==> config.mk <==
export PLATFORM = sky130hd
export DESIGN_NAME = fwd_scoreboard
export DESIGN_NICKNAME = d
export VERILOG_FILES = /design/src/rtl/pipe_pkg.sv /design/src/rtl/fwd_match.sv /design/src/rtl/fwd_scoreboard.sv
export SDC_FILE = /design/constraint.sdc
export NUM_CORES = 1
export LEC_CHECK = 0
export CORE_MARGIN = 2
export CORE_UTILIZATION = 50
export DETAILED_ROUTE_END_ITERATION = 16
export DONT_BUFFER_PORTS = 1
export SYNTH_ARGS = -nofsm -noshare
export SYNTH_HDL_FRONTEND = slang
export SYNTH_SLANG_ARGS = --single-unit
export TNS_END_PERCENT = 1
==> constraint.sdc <==
create_clock -name clk -period 4.69 [get_ports clk]
set_input_delay 0.938 -clock clk [delete_from_list [all_inputs] [get_ports clk]]
set_output_delay 0.938 -clock clk [all_outputs]
set_load 0.02 [all_outputs]
==> src/rtl/pipe_pkg.sv <==
// Shared pipeline constants for the EX-stage forwarding/hazard unit.
package pipe_pkg;
    localparam int SEL_REGFILE = 0;
    localparam int LAT_ALU     = 1;
    localparam int LAT_LOAD    = 2;
    localparam int STG_EX      = 0;
    localparam int STG_MEM     = 1;
    localparam int STG_WB      = 2;

    // A latency of zero behaves exactly like a single-cycle ALU result.
    function automatic int eff_lat(input int lat);
        return (lat == 0) ? LAT_ALU : lat;
    endfunction
endpackage

==> src/rtl/fwd_match.sv <==
// Youngest-match priority encoder for one source operand against the in-flight
// producers that can still forward; reports the stage it reaches next and readiness.
module fwd_match
    import pipe_pkg::*;
#(
    parameter int NSTAGE = 3,
    parameter int AW     = 5,
    parameter int LATW   = 2,
    parameter int SELW   = $clog2(NSTAGE)
) (
    input  logic                       rs_used,
    input  logic [AW-1:0]              rs_addr,
    input  logic [NSTAGE-2:0]          ent_valid,
    input  logic [(NSTAGE-1)*AW-1:0]   ent_rd,
    input  logic [(NSTAGE-1)*LATW-1:0] ent_lat,
    output logic                       hit,
    output logic [SELW-1:0]            idx,
    output logic                       ready
);
    always_comb begin
        hit   = 1'b0;
        idx   = '0;
        ready = 1'b0;
        // Scan oldest first so the youngest matching producer overwrites older ones.
        for (int j = NSTAGE - 2; j >= 0; j--) begin
            if (rs_used && ent_valid[j] && (ent_rd[j*AW +: AW] == rs_addr)) begin
                hit   = 1'b1;
                idx   = SELW'(j + 1);
                ready = (eff_lat(int'(ent_lat[j*LATW +: LATW])) <= (j + 1));
            end
        end
    end
endmodule

==> src/rtl/fwd_scoreboard.sv <==
// EX-stage forwarding/hazard unit: tracks write-back producers in flight, chooses EX
// operand sources one cycle early and stalls ID on results that are not yet available.
module fwd_scoreboard
    import pipe_pkg::*;
#(
    parameter int  NSRC   = 2,
    parameter int  NSTAGE = 3,
    parameter int  AW     = 5,
    parameter int  LATW   = 2,
    localparam int SELW   = $clog2(NSTAGE)
) (
    input  logic                   clk,
    input  logic                   rst,
    input  logic                   hold,
    input  logic                   flush,
    input  logic                   id_valid,
    input  logic [NSRC*AW-1:0]     id_rs_addr,
    input  logic [NSRC-1:0]        id_rs_used,
    input  logic [AW-1:0]          id_rd_addr,
    input  logic                   id_reg_write,
    input  logic [LATW-1:0]        id_lat,
    output logic                   stall,
    output logic [NSRC*SELW-1:0]   fwd_sel_ex,
    output logic [31:0]            stall_cnt
);
    // The WB-stage producer is never a forwarding source (regfile is write-first),
    // so only EX..NSTAGE-2 are kept; the shift out of the last slot is retirement.
    localparam int NENT = NSTAGE - 1;

    logic [NENT-1:0]      valid_q, valid_d;
    logic [NENT*AW-1:0]   rd_q, rd_d;
    logic [NENT*LATW-1:0] lat_q, lat_d;
    logic [NSRC*SELW-1:0] sel_q, sel_d;
    logic [31:0]          cnt_q, cnt_d;
    logic [NSRC-1:0]      hit, ready, hazard;
    logic [NSRC*SELW-1:0] idx;
    logic                 bubble;

    genvar gi;
    generate
        for (gi = 0; gi < NSRC; gi++) begin : g_src
            fwd_match #(
                .NSTAGE (NSTAGE),
                .AW     (AW),
                .LATW   (LATW),
                .SELW   (SELW)
            ) u_match (
                .rs_used   (id_rs_used[gi]),
                .rs_addr   (id_rs_addr[gi*AW +: AW]),
                .ent_valid (valid_q),
                .ent_rd    (rd_q),
                .ent_lat   (lat_q),
                .hit       (hit[gi]),
                .idx       (idx[gi*SELW +: SELW]),
                .ready     (ready[gi])
            );
            assign hazard[gi] = hit[gi] & ~ready[gi];
            assign sel_d[gi*SELW +: SELW] = (bubble || !hit[gi]) ? SELW'(SEL_REGFILE)
                                                                  : idx[gi*SELW +: SELW];
        end
    endgenerate

    assign stall  = !rst && id_valid && !flush && (|hazard);
    assign bubble = stall || flush || !id_valid;

    always_comb begin
        valid_d = valid_q;
        rd_d    = rd_q;
        lat_d   = lat_q;
        cnt_d   = cnt_q;
        if (!hold) begin
            for (int k = NENT - 1; k > 0; k--) begin
                valid_d[k]              = valid_q[k-1];
                rd_d[k*AW +: AW]        = rd_q[(k-1)*AW +: AW];
                lat_d[k*LATW +: LATW]   = lat_q[(k-1)*LATW +: LATW];
            end
            valid_d[STG_EX]               = !bubble && id_reg_write && (id_rd_addr != '0);
            rd_d[STG_EX*AW +: AW]         = id_rd_addr;
            lat_d[STG_EX*LATW +: LATW]    = id_lat;
            if (stall && (cnt_q != 32'hFFFF_FFFF)) begin
                cnt_d = cnt_q + 32'd1;
            end
        end
    end

    always_ff @(posedge clk) begin
        if (rst) begin
            valid_q <= '0;
            rd_q    <= '0;
            lat_q   <= '0;
            sel_q   <= '0;
            cnt_q   <= '0;
        end else begin
            valid_q <= valid_d;
            rd_q    <= rd_d;
            lat_q   <= lat_d;
            cnt_q   <= cnt_d;
            if (!hold) begin
                sel_q <= sel_d;
            end
        end
    end

    assign fwd_sel_ex = sel_q;
    assign stall_cnt  = cnt_q;
endmodule

== Yosys cells after proc, flatten, opt, wreduce, memory -nomap -nowiden ==
Cells that the tools add are included.

* $add $sub $neg: 1
* Multiply operators: 0
* Div/mod/pow operators: 0
* Order comparisons: 2
* Equal/unequal tests: 5
* Shift-type cells: 0
* Mux-type cells: 16
* Bitwise operators: 5
* Reduce and logical (&&, ||, !) cells: 29

{| class="wikitable"
|+ Operators with widths
! operator !! count
|-
| $add A32 B1 Y32 const B || 1
|-
| $le A32 B2 Y1 const B || 1
|-
| $le A32 B3 Y1 const B || 1
|-
| $ne A32 B32 Y1 const B || 1
|-
| $eq A5 B5 Y1 || 4
|-
| $mux W2 || 8
|-
| $logic_and A1 B1 Y1 || 14
|-
| $mux W1 || 8
|-
| $logic_not A1 Y1 || 6
|-
| $reduce_bool A5 Y1 || 1
|-
| $logic_not A2 Y1 || 2
|-
| $logic_or A1 B1 Y1 || 4
|-
| $not A1 Y1 || 3
|-
| $and A1 B1 Y1 || 2
|-
| $reduce_and A2 Y1 || 1
|-
| $reduce_or A2 Y1 || 1
|}

* Register bits after elaboration: 52
* Bits in latches: 0
* RAM bits: 0
* ROM bits: 0
* Output and inout bits: 37
* Word-level logic and storage cells: 63
* Memories: 0

== Depth between registers and ports, before layout ==
* Depth in word-level cells: 14
* Mapped depth: 11

== Hierarchy ==
Synthesis repeated with hierarchy kept, for this count alone.

* Cells, all modules: 314
* Area, all modules: 2632.5 um^2

{| class="wikitable"
|+ By module, submodules not included
! module !! times used !! cells an instance !! area an instance (um^2) !! seq. area each (um^2)
|-
| fwd_scoreboard || 1 || 272 || 2339.7 || 1041.0
|-
| fwd_match || 2 || 21 || 146.4 || 0.0
|}

== Worst setup path after synthesis ==
No wires, ideal clock.

* Kind: input to output
* From: input id_rs_addr[3]
* To: output stall
* Data arrival time: 2.186 ns
* Data required time: 3.752 ns
* Setup slack: 1.566 ns
* Stages: 6
* Cell sequence: xor2_1 > nor4_1 > o211ai_1 > a21o_1 > buf_2 > a21oi_1

* Cells in the longest elaborated chain, start to end: 8
* Elaborated cells on any way between the ends: 12
* Those cells by class: eq/ne (2); mux (4); bitwise (2); reduce/logical (4)

{| class="wikitable"
|+ Ends and longest elaborated chain
! what !! line !! RTL
|-
| from (decl) || fwd_scoreboard.sv:17 || <nowiki>input logic [NSRC*AW-1:0] id_rs_addr,</nowiki>
|-
| $eq A5 B5 Y1 || fwd_match.sv:26 || <nowiki>if (rs_used && ent_valid[j] && (ent_rd[j*AW +: AW] == rs_addr)) begin</nowiki>
|-
| $logic_and A1 B1 Y1 || fwd_match.sv:26 ||
|-
| $mux W1 (2 in series) || fwd_match.sv:26 ||
|-
| $not A1 Y1 || fwd_scoreboard.sv:57 || <nowiki>assign hazard[gi] = hit[gi] & ~ready[gi];</nowiki>
|-
| $and A1 B1 Y1 (*) || fwd_scoreboard.sv:57 ||
|-
| $reduce_or A2 Y1 (*) || fwd_scoreboard.sv:63 || <nowiki>assign stall = !rst && id_valid && !flush && (|hazard);</nowiki>
|-
| $logic_and A1 B1 Y1 (*) || fwd_scoreboard.sv:63 ||
|-
| to (decl) || fwd_scoreboard.sv:22 || <nowiki>output logic stall,</nowiki>
|}

Mark *: on every way between the ends. The rest lies on a longest branch, timed or not.

== Final worst setup path ==
Same ends and word-level chain as after synthesis.

==> impl_metrics.tcl <==
set metrics [dict create \
    status "finished, final reports clean" \
    cell_internal_pwr_mw 0.571 \
    antenna_cells 0 \
    r2r_start "stall_cnt[20]" \
    rsz0062_at_grt "false" \
    dieArea_um2 5900 \
    crit_start "id_rs_addr[3]" \
    ctsResizeCount 0 \
    hold_start "lat_q[3]" \
    cts_hold_buf 0 \
    tightestPinTransition_ns 0.611 \
    grt_pass1_wl_um 10100 \
    root_buffer "clkbuf_8" \
    multi_input_area_um2 1520 \
    grt_max_degree 53 \
    hp-class "reg2reg" \
    portBuffers 0 \
    fmax_mhz 300 \
    cts_sinks 52 \
    drtPass1Iterations 4 \
    cts_setup_buffers 0 \
    seq_area_um2 1040 \
    finalSetupViolCount 0 \
    drt_wl_total_um 6020 \
    cts_tree "built" \
    seqPwrFrac 0.611 \
    cap_viol_max_count 0 \
    numCtsBuffers 5 \
    finalNetCount 328 \
    antenna_left 0 \
    crit_type "in2out" \
    synth.distinct_cells 40 \
    crit_arrival_ns 2.39 \
    fillerInstances 523 \
    postSynthAreaPerCell_um2 8.56 \
    coreArea_um2 5110 \
    combPwrFrac 0.041 \
    drive_gt1_frac 0.0561 \
    mostFrequentLayoutCells "dfxtp_1 (52), nor2_1 (37), a21oi_1 (23)" \
    layout.cells.most_common "dfxtp_1" \
    ys_seq_elements 52 \
    end_kind "output port" \
    grt_pass1_vias 1973 \
    async_flop_share 0 \
    drtIter0Drc 100 \
    max_slew_margin 0.582 \
    clock_path_buffers 2 \
    fin_worst_skew_ns 0.00615 \
    powerDensity_nw_per_um2 270 \
    required_ns 3.75 \
    synth_ff_type "dfxtp_1" \
    p_leak_nw 0.854 \
    syn-num-nets 336 \
    layout_min_cycle_time_ns 3.33 \
    p_switching_mw 0.173 \
    slew_viol_final 0 \
    vias 2182 \
    min_period_over_period 0.710 \
    clockPowerShare 0.348 \
    ys_warn_count 0 \
    crit_path_start_kind "input pin" \
    drc 0 \
    syn_to_final_growth_pct 3.87 \
    syn_inst 310 \
    final_hold_viol_count 0 \
    synth_edf_count 0 \
    die_x_um 76.8 \
    p_sw_frac 0.233 \
    routed_via_density 5.85 \
    yosysSeqAreaShare 0.392 \
    chipHeight_um 76.8 \
    netlist_area_um2 2650 \
    gp_congestion 0.757 \
    grt_usage 0.211 \
    fp-row-count 26 \
    clk_latency_ns 0.31 \
    post_drt_wl_per_cell_um 16.1 \
    h-tree-depth 2 \
    fin_hold_ws_ns 0.516 \
    vdd_drop_max_mv 0.139 \
    grt_overflow_total 0 \
    fin_tns_setup_ns 0 \
    clkTransAtPathRegs_ns 0.09 \
    dp_hpwl_um 4280 \
    io_pins 62 \
    path_max_fanout 12 \
    antenna_found_initial 0 \
    start_util 0.519 \
]
-- synth_stat cells, drive strengths merged, types with 4 or more instances --
master / instances / area [µm²]
a21oi: 23 / 115
dfxtp: 52 / 1040
nand2: 21 / 86.3
or3: 14 / 87.6
o21ai: 19 / 95.1
mux2i: 15 / 150
o31ai: 7 / 52.6
buf: 7 / 51.3
xor2: 8 / 70.1
a211oi: 6 / 45.0
and3: 4 / 25.0
nor2: 38 / 150
and4: 4 / 37.5
xnor2: 21 / 184
nand4: 17 / 113
nand3: 13 / 65.1
or4: 6 / 45.0
clkbuf: 9 / 33.8
-- path summary, 6_finish.rpt --
path	endpoint	slack (ns)	depth (start not counted)
worst max-delay path	stall	1.36	5
worst min-delay path	lat_q[3]	0.52	2
worst max register to register	stall_cnt[23]	2.02	7
worst min register to register	lat_q[3]	0.52	2
-- worst max-delay path, cell delays in order --
cell and delay (ns):
xor2_1 0.13, nor4_1 0.32, o211ai_1 0.18, a21o_1 0.33
a21oi_1 0.49
-- area by class of cell --
cell class	instances	share of cell area
repair buffers	1	0.00272
flip-flops and latches	52	0.378
well taps	70	0.0318
clock buffers	5	0.0250
multi-input cells	240	0.551
inverters	2	0.00272
clock inverters	3	0.00863
-- cells by family after synthesis --
| kind of cell | after synthesis | synth area share |
|---|---|---|
| compound gates | 64 | 0.147 |
| xor+xnor | 29 | 0.0958 |
| fa+ha+maj | 1 | 0.00472 |
| buf+inv | 18 | 0.0349 |
| flops | 52 | 0.392 |
| mux | 17 | 0.0651 |
| simple gates | 129 | 0.260 |
-- power groups by stage --
stage               clock (mW)  combinational (mW)  sequential (mW)
global route             0.285              0.0352            0.456
global placement             0              0.0300            0.465
CTS                      0.271              0.0306            0.455
finish                   0.259              0.0305            0.454
detailed placement           0              0.0304            0.465
floorplan                    0              0.0354            0.462
-- per-layer routing --
metal / track usage / vias up / share of wire
met5: 0 / - / 0
met4: 0.0545 / 0 / 0.0095
met3: 0.0753 / 6 / 0.069
met2: 0.292 / 49 / 0.41
met1: 0.309 / 1010 / 0.51
li1: - / 1117 / -
-- state kept, by name, summed over array words and instances (netlist names) --
signal	cells
valid_q	2
stall_cnt	32
fwd_sel_ex	4
rd_q	10
lat_q	4
-- stage by stage --
| step | std cells | power (mW) | instance area (µm²) | utilization | worst slack, ns |
|---|---|---|---|---|---|
| after global placement | 365 | 0.495 | 2660 | 0.521 | 1.44 |
| after floorplan | 310 | 0.498 | 2650 | - | 1.57 |
| after detailed placement | 365 | 0.495 | 2660 | 0.521 | 1.41 |
| final | 373 | 0.744 | 2760 | 0.539 | 1.36 |
| after global routing | 373 | 0.776 | 2760 | 0.539 | 1.21 |
| after CTS | 373 | 0.756 | 2760 | 0.539 | 1.40 |
Power figures use the tool's default switching activity.
